### src/rtl/wb_merge.sv
`default_nettype none
// ============================================================================
// Module   : wb_merge
// Purpose  : Writeback stage. Holds the M->W pipeline register (with load
//            extension and result selection done ahead of it) and merges
//            out-of-band MDU results into the single GRF write port through
//            a small FIFO. The pipeline always wins the port; queued MDU
//            results drain on idle pipeline cycles.
// Ports    : clk, reset (async, active-high)
//            regwrite_m/a3_m/aluout_m/dmdata_m/pc8_m/memtoreg_m/ldext_m/
//            boff_m           - M-stage inputs
//            mdu_valid/mdu_a3/mdu_data, mdu_ready - MDU result handshake
//            rf_we/rf_a3/rf_wd - GRF write port
//            q_count          - MDU queue occupancy
// Revision : 1.0  initial release
// ============================================================================
module wb_merge #(
    parameter int DW     = 32,
    parameter int AW     = 5,
    parameter int QDEPTH = 2
) (
    input  logic                         clk,
    input  logic                         reset,
    input  logic                         regwrite_m,
    input  logic [AW-1:0]                a3_m,
    input  logic [DW-1:0]                aluout_m,
    input  logic [DW-1:0]                dmdata_m,
    input  logic [DW-1:0]                pc8_m,
    input  logic [1:0]                   memtoreg_m,
    input  logic [2:0]                   ldext_m,
    input  logic [1:0]                   boff_m,
    input  logic                         mdu_valid,
    input  logic [AW-1:0]                mdu_a3,
    input  logic [DW-1:0]                mdu_data,
    output logic                         mdu_ready,
    output logic                         rf_we,
    output logic [AW-1:0]                rf_a3,
    output logic [DW-1:0]                rf_wd,
    output logic [$clog2(QDEPTH+1)-1:0]  q_count
);

    localparam int PW = (QDEPTH > 1) ? $clog2(QDEPTH) : 1;
    localparam int CW = $clog2(QDEPTH + 1);
    localparam logic [PW-1:0] c_last_ptr = PW'(QDEPTH - 1);
    localparam logic [CW-1:0] c_full_cnt = CW'(QDEPTH);

    // ------------------------------------------------------------------
    // Load extension and result selection (ahead of the W register)
    // ------------------------------------------------------------------
    logic [7:0]    w_byte;
    logic [15:0]   w_half;
    logic [DW-1:0] w_ld;
    logic [DW-1:0] w_res_m;

    always_comb begin
        case (boff_m)
            2'd1:    w_byte = dmdata_m[15:8];
            2'd2:    w_byte = dmdata_m[23:16];
            2'd3:    w_byte = dmdata_m[31:24];
            default: w_byte = dmdata_m[7:0];
        endcase
        // Halves are addressed by boff_m[1] only; the low bit is ignored.
        w_half = boff_m[1] ? dmdata_m[31:16] : dmdata_m[15:0];
        case (ldext_m)
            3'd1:    w_ld = {{(DW-8){w_byte[7]}}, w_byte};
            3'd2:    w_ld = {{(DW-8){1'b0}}, w_byte};
            3'd3:    w_ld = {{(DW-16){w_half[15]}}, w_half};
            3'd4:    w_ld = {{(DW-16){1'b0}}, w_half};
            default: w_ld = dmdata_m;
        endcase
        case (memtoreg_m)
            2'd1:    w_res_m = w_ld;
            2'd2:    w_res_m = pc8_m;
            default: w_res_m = aluout_m;
        endcase
    end

    // ------------------------------------------------------------------
    // W pipeline register
    // ------------------------------------------------------------------
    logic          r_w_regwrite;
    logic [AW-1:0] r_w_a3;
    logic [DW-1:0] r_w_data;

    always_ff @(posedge clk or posedge reset) begin
        if (reset) begin
            r_w_regwrite <= 1'b0;
            r_w_a3       <= '0;
            r_w_data     <= '0;
        end else begin
            r_w_regwrite <= regwrite_m;
            r_w_a3       <= a3_m;
            r_w_data     <= w_res_m;
        end
    end

    // ------------------------------------------------------------------
    // MDU result queue
    // ------------------------------------------------------------------
    logic [AW-1:0] r_q_a3    [QDEPTH];
    logic [DW-1:0] r_q_data  [QDEPTH];
    logic          r_q_valid [QDEPTH];
    logic [PW-1:0] r_rd_ptr;
    logic [PW-1:0] r_wr_ptr;
    logic [CW-1:0] r_count;

    logic          w_pw;
    logic          w_empty;
    logic          w_full;
    logic          w_push;
    logic          w_pop;
    logic          w_push_valid;
    logic [PW-1:0] w_rd_next;
    logic [PW-1:0] w_wr_next;

    assign w_pw      = r_w_regwrite && (r_w_a3 != '0);
    assign w_empty   = (r_count == '0);
    assign w_full    = (r_count == c_full_cnt);
    // Readiness is based on occupancy at the start of the cycle, so a full
    // queue refuses a push even on a cycle where it also pops.
    assign mdu_ready = !w_full;
    assign w_push    = mdu_valid && !w_full;
    assign w_pop     = !w_pw && !w_empty;
    // A push targeting the register being committed by the (younger)
    // pipeline instruction is dead on arrival; $0 is never a real write.
    assign w_push_valid = (mdu_a3 != '0) && !(w_pw && (mdu_a3 == r_w_a3));
    assign w_rd_next = (r_rd_ptr == c_last_ptr) ? '0 : r_rd_ptr + 1'b1;
    assign w_wr_next = (r_wr_ptr == c_last_ptr) ? '0 : r_wr_ptr + 1'b1;

    always_ff @(posedge clk or posedge reset) begin
        if (reset) begin
            for (int i = 0; i < QDEPTH; i++) begin
                r_q_a3[i]    <= '0;
                r_q_data[i]  <= '0;
                r_q_valid[i] <= 1'b0;
            end
            r_rd_ptr <= '0;
            r_wr_ptr <= '0;
            r_count  <= '0;
        end else begin
            // Squash older queued results made stale by the pipeline write.
            for (int i = 0; i < QDEPTH; i++) begin
                if (w_pw && (r_q_a3[i] == r_w_a3)) begin
                    r_q_valid[i] <= 1'b0;
                end
            end
            if (w_push) begin
                r_q_a3[r_wr_ptr]    <= mdu_a3;
                r_q_data[r_wr_ptr]  <= mdu_data;
                r_q_valid[r_wr_ptr] <= w_push_valid;
                r_wr_ptr            <= w_wr_next;
            end
            if (w_pop) begin
                r_rd_ptr <= w_rd_next;
            end
            case ({w_push, w_pop})
                2'b10:   r_count <= r_count + 1'b1;
                2'b01:   r_count <= r_count - 1'b1;
                default: r_count <= r_count;
            endcase
        end
    end

    assign q_count = r_count;

    // ------------------------------------------------------------------
    // GRF write-port arbitration
    // ------------------------------------------------------------------
    always_comb begin
        rf_we = 1'b0;
        rf_a3 = '0;
        rf_wd = '0;
        if (w_pw) begin
            rf_we = 1'b1;
            rf_a3 = r_w_a3;
            rf_wd = r_w_data;
        end else if (!w_empty && r_q_valid[r_rd_ptr]) begin
            rf_we = 1'b1;
            rf_a3 = r_q_a3[r_rd_ptr];
            rf_wd = r_q_data[r_rd_ptr];
        end
    end

endmodule
`default_nettype wire
### config.mk
export PLATFORM = sky130hd
export DESIGN_NAME = wb_merge
export DESIGN_NICKNAME = d
export VERILOG_FILES = /design/src/rtl/wb_merge.sv
export SDC_FILE = /design/constraint.sdc
export NUM_CORES = 1
export LEC_CHECK = 0
export ABC_AREA = 1
export BUFFER_PORTS_ARGS = -buffer_cell sky130_fd_sc_hd__buf_4
export CAP_MARGIN = 20
export CORE_MARGIN = 5
export CORE_UTILIZATION = 50
export DETAILED_ROUTE_END_ITERATION = 6
export PLACE_DENSITY = 0.84
export RECOVER_POWER = 25
export SYNTH_ARGS = -nofsm -noshare
export SYNTH_HDL_FRONTEND = slang
export SYNTH_SLANG_ARGS = --single-unit
### constraint.sdc
create_clock -name clk -period 6.2 [get_ports clk]
set_input_delay 0.31 -clock clk [delete_from_list [all_inputs] [get_ports clk]]
set_output_delay 0.31 -clock clk [all_outputs]
set_load 0.05 [all_outputs]
==> results of run 1 <==
==> repair_timing <==
item,4_1_cts,5_1_grt
hold buffers,1,5
hold endpoints to repair,1,5
resized for setup,0,0
==> synthesized netlist by cell type, drive strengths merged <==
master and count:
xor2 13, o31ai 34, nand2 324, buf 37
dfrtp 118, a21oi 101, nand4 2, nand3 49
clkbuf 20, nor3 3, nand3b 1, ha 3
xnor2 4, inv 93, mux2i 4, o21ai 79
nor2 44
==> where the power goes <==
| part | leakage, nW | internal, mW | switching (mW) |
|---|---|---|---|
| clock network | 0.290 | 0.632 | 0.336 |
| logic | 2.83 | 0.527 | 1.18 |
| registers | 1.43 | 1.06 | 0.157 |
| total | 4.55 | 2.22 | 1.67 |
==> sequential cells by signal, indices dropped and copies added, names as in the netlist <==
name and count:
q_count 2, r_q_a3 10, r_q_data 64, r_q_valid 2, r_rd_ptr 1, r_w_a3 5, r_w_data 32, r_w_regwrite 1
r_wr_ptr 1
==> routing by layer <==
metal | part of all wire | GRT usage | vias up
li1 | - | - | 3312
met1 | 0.43 | 0.363 | 3250
met2 | 0.46 | 0.406 | 322
met3 | 0.077 | 0.0501 | 57
met4 | 0.033 | 0.102 | 0
met5 | 0 | 0 | -
==> worst max-delay path by stage <==
stage | startpoint | endpoint | slack [ns] | depth (start not counted)
3_5_place_dp | r_rd_ptr | rf_wd[28] | 3.75 | 7
6_report | r_rd_ptr | rf_wd[5] | 3.28 | 6
5_1_grt | r_rd_ptr | rf_a3[3] | 3.11 | 8
4_1_cts | r_rd_ptr | rf_wd[28] | 3.31 | 7
3_3_place_gp | r_rd_ptr | rf_wd[28] | 3.77 | 7
2_1_floorplan | reset | q_count[0] | 2.76 | 1
==> cells in the final DEF (no fill, tap or decap), types with 2 or more instances in the layout <==
cell type / Yosys / layout
nand4_1: 2 / 2
clkbuf_1: 19 / 6
inv_2: 5 / 5
bufinv_16: 0 / 2
nand2_4: 4 / 4
mux2i_1: 4 / 4
dlygate4sd3_1: 0 / 6
o21ai_0: 71 / 71
o31ai_1: 34 / 34
nor3_1: 3 / 3
ha_1: 3 / 3
clkinv_2: 0 / 4
nor2_4: 2 / 2
xor2_1: 13 / 13
a21oi_1: 91 / 91
nor2_1: 41 / 41
o21ai_1: 8 / 7
nand2_2: 14 / 14
nand2_1: 306 / 306
clkbuf_4: 0 / 8
a21oi_2: 10 / 10
dfrtp_1: 118 / 117
inv_1: 87 / 86
clkbuf_16: 0 / 17
buf_4: 3 / 184
nand3_1: 47 / 47
clkbuf_8: 0 / 4
xnor2_1: 4 / 4
==> layout make-up <==
type / count / area (sq um) / share of cell area
Sequential cell: 118 / 2950 / 0.334
Timing Repair Buffer: 202 / 1530 / 0.172
Clock inverter: 8 / 96.3 / 0.0109
Clock buffer: 24 / 492 / 0.0555
Multi-Input combinational cell: 661 / 3210 / 0.363
Inverter: 93 / 355 / 0.0401
Tap cell: 176 / 220 / 0.0249
==> through the flow <==
stage,util,setup WS (ns),total power [mW],hold slack [ns]
final,0.664,3.28,3.88,0.116
after global routing,0.664,3.11,4.12,0.115
after CTS,0.660,3.31,3.88,0.000438
after detailed placement,0.615,3.75,2.88,0.421
after global placement,0.615,3.77,2.83,0.421
after floorplan,-,2.76,2.42,0.341
==> worst min-delay path, cell delays in order <==
cell and delay, ns:
buf_4 0.09, nand2_1 0.04, nand2_1 0.05
==> kinds of logic (layout without fill, tap and decap cells) <==
| family | after synthesis | in the layout |
|---|---|---|
| AO/OA/AOI/OAI | 214 | 214 |
| XOR/XNOR | 17 | 17 |
| adder cells (fa/ha/maj) | 3 | 3 |
| buffers and inverters | 150 | 327 |
| flip-flops | 118 | 118 |
| multiplexers | 4 | 4 |
| AND/OR/NAND/NOR | 423 | 423 |
==> metrics.csv, run 1 <==
metric,value,unit
yosysSeqAreaShare,0.431,
syn_inst,929,
viasPerCell,5.41,
tightestPinTransition,2.48,ns
violations,"max-capacitance violations, max-slew violations",
placed_area,8210,sq um
syn_area,6850,sq um
clkTransAtPathRegs,0.06,ns
synth_seq_cells,118,
hold_depth,3,
setup_violations,0,
finalHoldViolCount,0,
synth_top_cell_area_share,0.431,
antenna_found_initial,0,
rows,42,
drt_iter0_drc,706,
crit_path_max_incr_delay,0.55,ns
wl,21.3,mm
drive_above_1_share,0.240,
p_leak,4.55,nW
overflow,0,
wire_per_inst,16.6,um
setup_tns,0,ns
postSynthAreaPerCell,7.38,sq um
drc,0,
whs_endpoint,r_q_data[52],
synthTopCellsByArea,"dfrtp_1, nand2_1, a21oi_1",
max_slew_margin,-0.661,
grt_max_degree,72,
skew,0.00615,ns
gp_congestion,0.955,
dp.cells,1243,
yosysUniqueCellTypes,32,
finalInstanceArea,8860,sq um
timing.rr.end,r_q_valid[1],
vdd_drop_max,259,uV
vias,6941,
rsz0062_at_grt,false,
finalCriticalPeriod,2.92,ns
synth_top_family_by_area,simple AND/OR/NAND/NOR gates,
start_util,0.513,
crit_top_cell,buf_4,
cp_cell_sequence,"buf_4, inv_1, o21ai_2, buf_4, o31ai_1, buf_4",
ant_nets,0,
r2r_slack,3.80,ns
grt_pass1_wl,33.7,mm
grt_pass1_vias,6743,
yosys.area.top_type,dfrtp_1,
die-area,16100,sq um
synth_compound_area_frac,0.174,
power_density,438,nW/um^2
path_max_fanout,69,
hp-start,mdu_data[20],
cts-buffers-inserted,17,
synthXorXnorAreaFrac,0.0217,
crit_path_end_kind,primary output,
startpoint_type,flip-flop,
area_delta_synth_final,29.2,%
clkLatencyLatePin,0.41,ns
rr_startpoint,q_count[0],
nets,1245,
synth.area.mux_share,0.00584,
clock-sinks,118,
cap_violations,2,
path_buf_inv,4,
synth_nets,1081,
cts_root_buffer,clkbuf_16,
io_pins,190,
worstHoldPathType,in2reg,
core-area,13300,sq um
slew_viol_final,89,
yosys.area_share.simple,0.261,
fin_cells,1282,
status,"finished, violations left",
die_x,127,um
arrival,2.61,ns
fmax,342,MHz
synth-adder-area-share,0.00548,
post_cts_buffers,0,
crit_required,5.89,ns
diodes,0,
io_buffers,189,
grt_use_total,0.261,
die_h,127,um
r2r_cells,9,
crit_slowest_cell,buf_4,
tritoncts,yes,
critPathKind,reg2out,
synth_warnings,0,
first_pass_iters,5,
hpwl,14.6,mm
clock_path_buffers,2,
finalCritPeriodShare,0.471,
path_delay_family,buffers and inverters,
htreeDepth,4,
num-fill-cells,1157,
Power figures use the tool's default switching activity.
==> run 2: changes to the inputs <==
==> constraint.sdc (replaced) <==
create_clock -name clk -period 2.7 [get_ports clk]
set_input_delay 0.135 -clock clk [delete_from_list [all_inputs] [get_ports clk]]
set_output_delay 0.135 -clock clk [all_outputs]
set_load 0.05 [all_outputs]
==> metrics.csv, run 2 (synthesis results as in run 1) <==
metric,value,unit,change
hp-start,aluout_m[15],,
grt_use_total,0.274,,+0.0133
core-area,13300,sq um,unchanged
path_max_fanout,40,,-42%
largest_reg_flops,64,,unchanged
crit_top_cell,buf_4,,
nets,1302,,+4.6%
slew_viol_final,0,,-100%
p_leak,4.82,nW,+5.9%
die_x,127,um,unchanged
cp_cell_sequence,"buf_4, o21ai_0, o31ai_1, buf_4",,
regArea,2960,sq um,about the same
power_density,967,nW/um^2,+120%
critPathLaunch,r_rd_ptr,,
io_pins,190,,unchanged
status,finished clean,,
post_cts_buffers,0,,unchanged
rsz0062_at_grt,false,,
startpoint_type,flip-flop,,
viasPerCell,5.39,,-0.36%
final_cell_mix,"nand2_1, buf_4, dfrtp_1",,
die_h,127,um,unchanged
rr_startpoint,r_w_a3[0],,
hpwl,15.2,mm,+4.3%
final_common_cell,nand2_1,,
crit_slowest_cell,dfrtp_4,,
reg_top3,"r_q_data: 64 flops, r_w_data: 32 flops, r_q_a3: 10 flops",,
setup_tns,0,ns,unchanged
clkLatencyLatePin,0.40,ns,about the same
clock_path_buffers,2,,unchanged
tightestPinTransition,1.09,ns,-1.39 ns
skew,0.00750,ns,+0.00135 ns
arrival,2.28,ns,-0.33 ns
num-fill-cells,1047,,-9.5%
finalCriticalPeriod,2.42,ns,
fmax,414,MHz,
area_delta_synth_final,38.1,%,
clkTransAtPathRegs,0.05,ns,about the same
antenna_found_initial,0,,unchanged
clock-sinks,118,,unchanged
htreeDepth,4,,unchanged
first_pass_iters,5,,unchanged
cap_violations,0,,-2
drt_iter0_drc,656,,-7.1%
tritoncts,yes,,
wl,22.4,mm,+5.1%
setup_violations,0,,unchanged
grt_pass1_vias,7131,,+5.8%
largest_register,r_q_data,,
crit_path_end_kind,primary output,,
finalCritPeriodShare,0.895,,
critPathKind,reg2out,,
ant_nets,0,,unchanged
hold_ws,0.0114,ns,-0.104 ns
drc,0,,unchanged
wire_per_inst,16.7,um,+0.67%
rows,42,,unchanged
overflow,0,,unchanged
gp_congestion,0.939,,-1.6%
start_util,0.513,,unchanged
diodes,0,,unchanged
die-area,16100,sq um,unchanged
cts_root_buffer,clkbuf_16,,
crit_path_max_incr_delay,0.63,ns,+0.08 ns
grt_max_degree,53,,-26%
max_slew_margin,0.268,,+0.929
vias,7218,,+4.0%
finalHoldViolCount,0,,unchanged
multiInputGateArea,3210,sq um,unchanged
crit_required,2.57,ns,-3.32 ns
drive_above_1_share,0.235,,-0.00466
worstHoldPathType,in2reg,,
grt_pass1_wl,35.6,mm,+5.6%
vdd_drop_max,546,uV,+110%
cts-buffers-inserted,17,,unchanged
io_buffers,189,,unchanged
run 2: cell types whose count changed in the layout (fill, tap and decap cells not counted), moves of 2 or more:
| cell | delta |
|---|---|
| clkbuf_1 | -3 |
| buf_4 | +10 |
| dlygate4sd3_1 | +51 |
| clkinv_2 | -2 |
| bufinv_16 | +2 |
run 2: path summary, 6_finish.rpt:
kind                           endpoint  slack (ns)  cells after the start
min in group asynchronous     r_w_a3[2]        0.51                      3
min                        r_w_data[15]        0.01                      3
max reg2reg                  q_count[1]        0.86                      9
max in group asynchronous  r_q_data[41]        1.38                      4
min reg2reg                r_q_data[47]        0.47                      2
max                            rf_wd[2]        0.28                      4
run 2: metrics by stage:
stage,worst slack [ns],instances,utilization,power [mW],area [sq um]
floorplan,0.0596,929,-,5.55,6860
global placement,0.699,1250,0.620,6.52,8270
detailed placement,0.640,1250,0.620,6.63,8270
CTS,0.197,1337,0.709,9.11,9460
global route,0.124,1338,0.709,9.68,9470
finish,0.283,1338,0.709,9.15,9470
run 2: what timing repair did:
action	4_1_cts	5_1_grt
endpoints found under the setup margin	0	2
hold endpoints to repair	106	1
gates resized for setup	0	1
hold buffers	56	1
run 2: worst max-delay path, delay by kind of cell, from the launching register on:
family | cells | cell delay [ns]
buf+inv | 2 | 0.70
compound gates | 2 | 0.53
flops | 1 | 0.63
run 2: cell type report:
type / instances / area share
repair buffers: 259 / 0.222
multi-input cells: 661 / 0.339
well taps: 176 / 0.0233
inverters: 93 / 0.0375
clock buffers: 23 / 0.0505
clock inverters: 8 / 0.0155
flip-flops and latches: 118 / 0.312
run 2: routing by layer:
metal	up-vias	share of wire	track usage
li1	3419	-	-
met1	3399	0.41	0.363
met2	347	0.48	0.450
met3	53	0.078	0.0614
met4	0	0.030	0.0902
met5	-	0	0
run 2: where the power goes:
group	switching, mW	internal (mW)	total (mW)
Clock	0.758	1.61	2.37
Combinational	2.65	1.28	3.94
Sequential	0.417	2.43	2.85
Total	3.83	5.32	9.15
==> run 3: changes to the inputs <==
--- a/config.mk
+++ b/config.mk
@@ -9,9 +9,9 @@
 export BUFFER_PORTS_ARGS = -buffer_cell sky130_fd_sc_hd__buf_4
 export CAP_MARGIN = 20
 export CORE_MARGIN = 5
-export CORE_UTILIZATION = 50
+export CORE_UTILIZATION = 40
 export DETAILED_ROUTE_END_ITERATION = 6
-export PLACE_DENSITY = 0.84
+export PLACE_DENSITY = 0.71
 export RECOVER_POWER = 25
 export SYNTH_ARGS = -nofsm -noshare
 export SYNTH_HDL_FRONTEND = slang
==> metrics.csv, run 3 (synthesis results as in run 1) <==
metric,value,unit,change
die_h,141,um,+11%
rsz0062_at_grt,false,,
drt_iter0_drc,483,,-26%
first_pass_iters,5,,unchanged
cts_root_buffer,clkbuf_16,,
reg_top3,"r_q_data: 64 flops, r_w_data: 32 flops, r_q_a3: 10 flops",,
dpl_worst_slack,0.640,ns,-0.000184 ns
finalWorstSetupSlack,0.195,ns,-0.0876 ns
critPathKind,reg2out,,
largest_reg_flops,64,,unchanged
timing.rr.end,q_count[1],,
seq_power_share,0.318,,+0.007
drive_above_1_share,0.237,,+0.00161
final_cell_mix,"nand2_1, buf_4, dfrtp_1",,
post-route-util,0.573,,-0.137
status,finished clean,,
ant_nets,0,,unchanged
max_slew_margin,0.251,,-0.0170
vias,7026,,-2.7%
finalCriticalPeriod,2.50,ns,+0.0876 ns
critPathLaunch,r_w_a3[0],,
io_buffers,189,,unchanged
area_delta_synth_final,39.5,%,
cts-buffers-inserted,17,,unchanged
p_total,8.95,mW,-2.2%
skew,0.00730,ns,-0.000198 ns
finalCritPeriodShare,0.928,,+0.0324
grt_pass1_wl,35.9,mm,+0.74%
die-area,19900,sq um,+23%
worstHoldPathType,in2reg,,
p_sw_frac,0.430,,+0.0112
largest_register,r_q_data,,
gp_congestion,0.927,,-1.3%
rows,47,,+12%
cp_num_cells,7,,+3
start_util,0.410,,-0.103
rr_startpoint,r_w_a3[0],,
post_cts_buffers,0,,unchanged
clock-sinks,118,,unchanged
path_delay_family,buffers and inverters,,
power_density,936,nW/um^2,-3.2%
tritoncts,yes,,
clkTransAtPathRegs,0.06,ns,about the same
r2r_cells,9,,unchanged
startpoint_type,flip-flop,,
clkLatencyLatePin,0.42,ns,+0.02 ns
slew_viol_final,0,,unchanged
cp_cell_sequence,"nor2_1, nand4_1, nand2_2, inv_2, buf_12, o31ai_1, buf_4",,
diodes,0,,unchanged
hold_ws,0.0160,ns,+0.00452 ns
viasPerCell,5.05,,-6.4%
grt_max_degree,55,,+3.8%
arrival,2.37,ns,+0.09 ns
path_buf_inv,3,,+1
antenna_found_initial,0,,unchanged
nets,1310,,+0.61%
fmax,399,MHz,-3.5%
setup_violations,0,,unchanged
clock_path_buffers,2,,unchanged
setup_tns,0,ns,unchanged
clockPowerShare,0.244,,-0.015
crit_path_max_incr_delay,0.44,ns,-0.19 ns
crit_end,rf_wd[19],,
die_x,141,um,+11%
crit_slowest_cell,dfrtp_1,,
crit_path_end_kind,primary output,,
p_leak,4.83,nW,+0.19%
grt_pass1_vias,6894,,-3.3%
wire_per_inst,16.4,um,-2.1%
cap_violations,0,,unchanged
tightestPinTransition,1.12,ns,+0.0253 ns
finalHoldViolCount,0,,unchanged
overflow,0,,unchanged
io_pins,190,,unchanged
path_max_fanout,36,,-10%
wl,22.8,mm,+1.8%
final_common_cell,nand2_1,,
r2r_slack,0.90,ns,+0.04 ns
vdd_drop_max,827,uV,+51%
hpwl,16.3,mm,+6.9%
grt_use_total,0.229,,-0.0453
crit_required,2.57,ns,about the same
p_comb_frac,0.438,,+0.008
p_int,5.10,mW,-4.1%
drc,0,,unchanged
core-area,16700,sq um,+25%
htreeDepth,4,,unchanged
switchingPower,3.84,mW,+0.41%
-- run 3: worst min path at each step --
stage,start,to,depth (start not counted)
3_5_place_dp,reset,r_q_a3[7],2
6_report,mdu_a3[3],r_q_a3[8],3
4_1_cts,mdu_a3[3],r_q_a3[8],3
5_1_grt,pc8_m[14],r_w_data[14],3
2_1_floorplan,a3_m[0],r_w_a3[0],0
3_3_place_gp,reset,r_q_a3[2],2
-- run 3: layout make-up --
type                       count  area [sq um]
inverter                      93           355
multi-input combinational    661          3210
timing repair buffer         267          2190
clock buffer                  19           443
fill                        1560          7140
sequential                   118          2960
clock inverter                13           133
tap                          220           275
-- run 3: power by group through the flow --
stage / clock [mW] / sequential (mW) / combinational, mW
3_3_place_gp: 0 / 2.83 / 3.78
5_1_grt: 2.29 / 2.91 / 4.31
2_1_floorplan: 0 / 2.74 / 2.82
3_5_place_dp: 0 / 2.86 / 3.83
6_report: 2.18 / 2.85 / 3.92
4_1_cts: 2.21 / 2.84 / 3.93
-- run 3: metal layers --
layer  GRT usage  wire [um]  vias up
li1            -          -     3441
met1       0.312      10100     3280
met2       0.363      10600      272
met3      0.0515       1620       33
met4      0.0745        467        0
met5           0          0        -
-- run 3: repair_timing --
item,4_1_cts,5_1_grt
gates resized for setup,0,1
hold buffers,63,1
endpoints found under the hold margin,113,1
endpoints found under the setup margin,0,2
-- run 3: through the flow --
stage	area (sq um)	cells
floorplan	6860	929
global placement	8350	1295
detailed placement	8350	1295
CTS	9550	1390
global route	9560	1391
finish	9560	1391
-- run 3: tightest hold or removal path, cell delays in order --
cell and delay [ns]:
buf_4 0.13, inv_1 0.06, o21ai_1 0.06
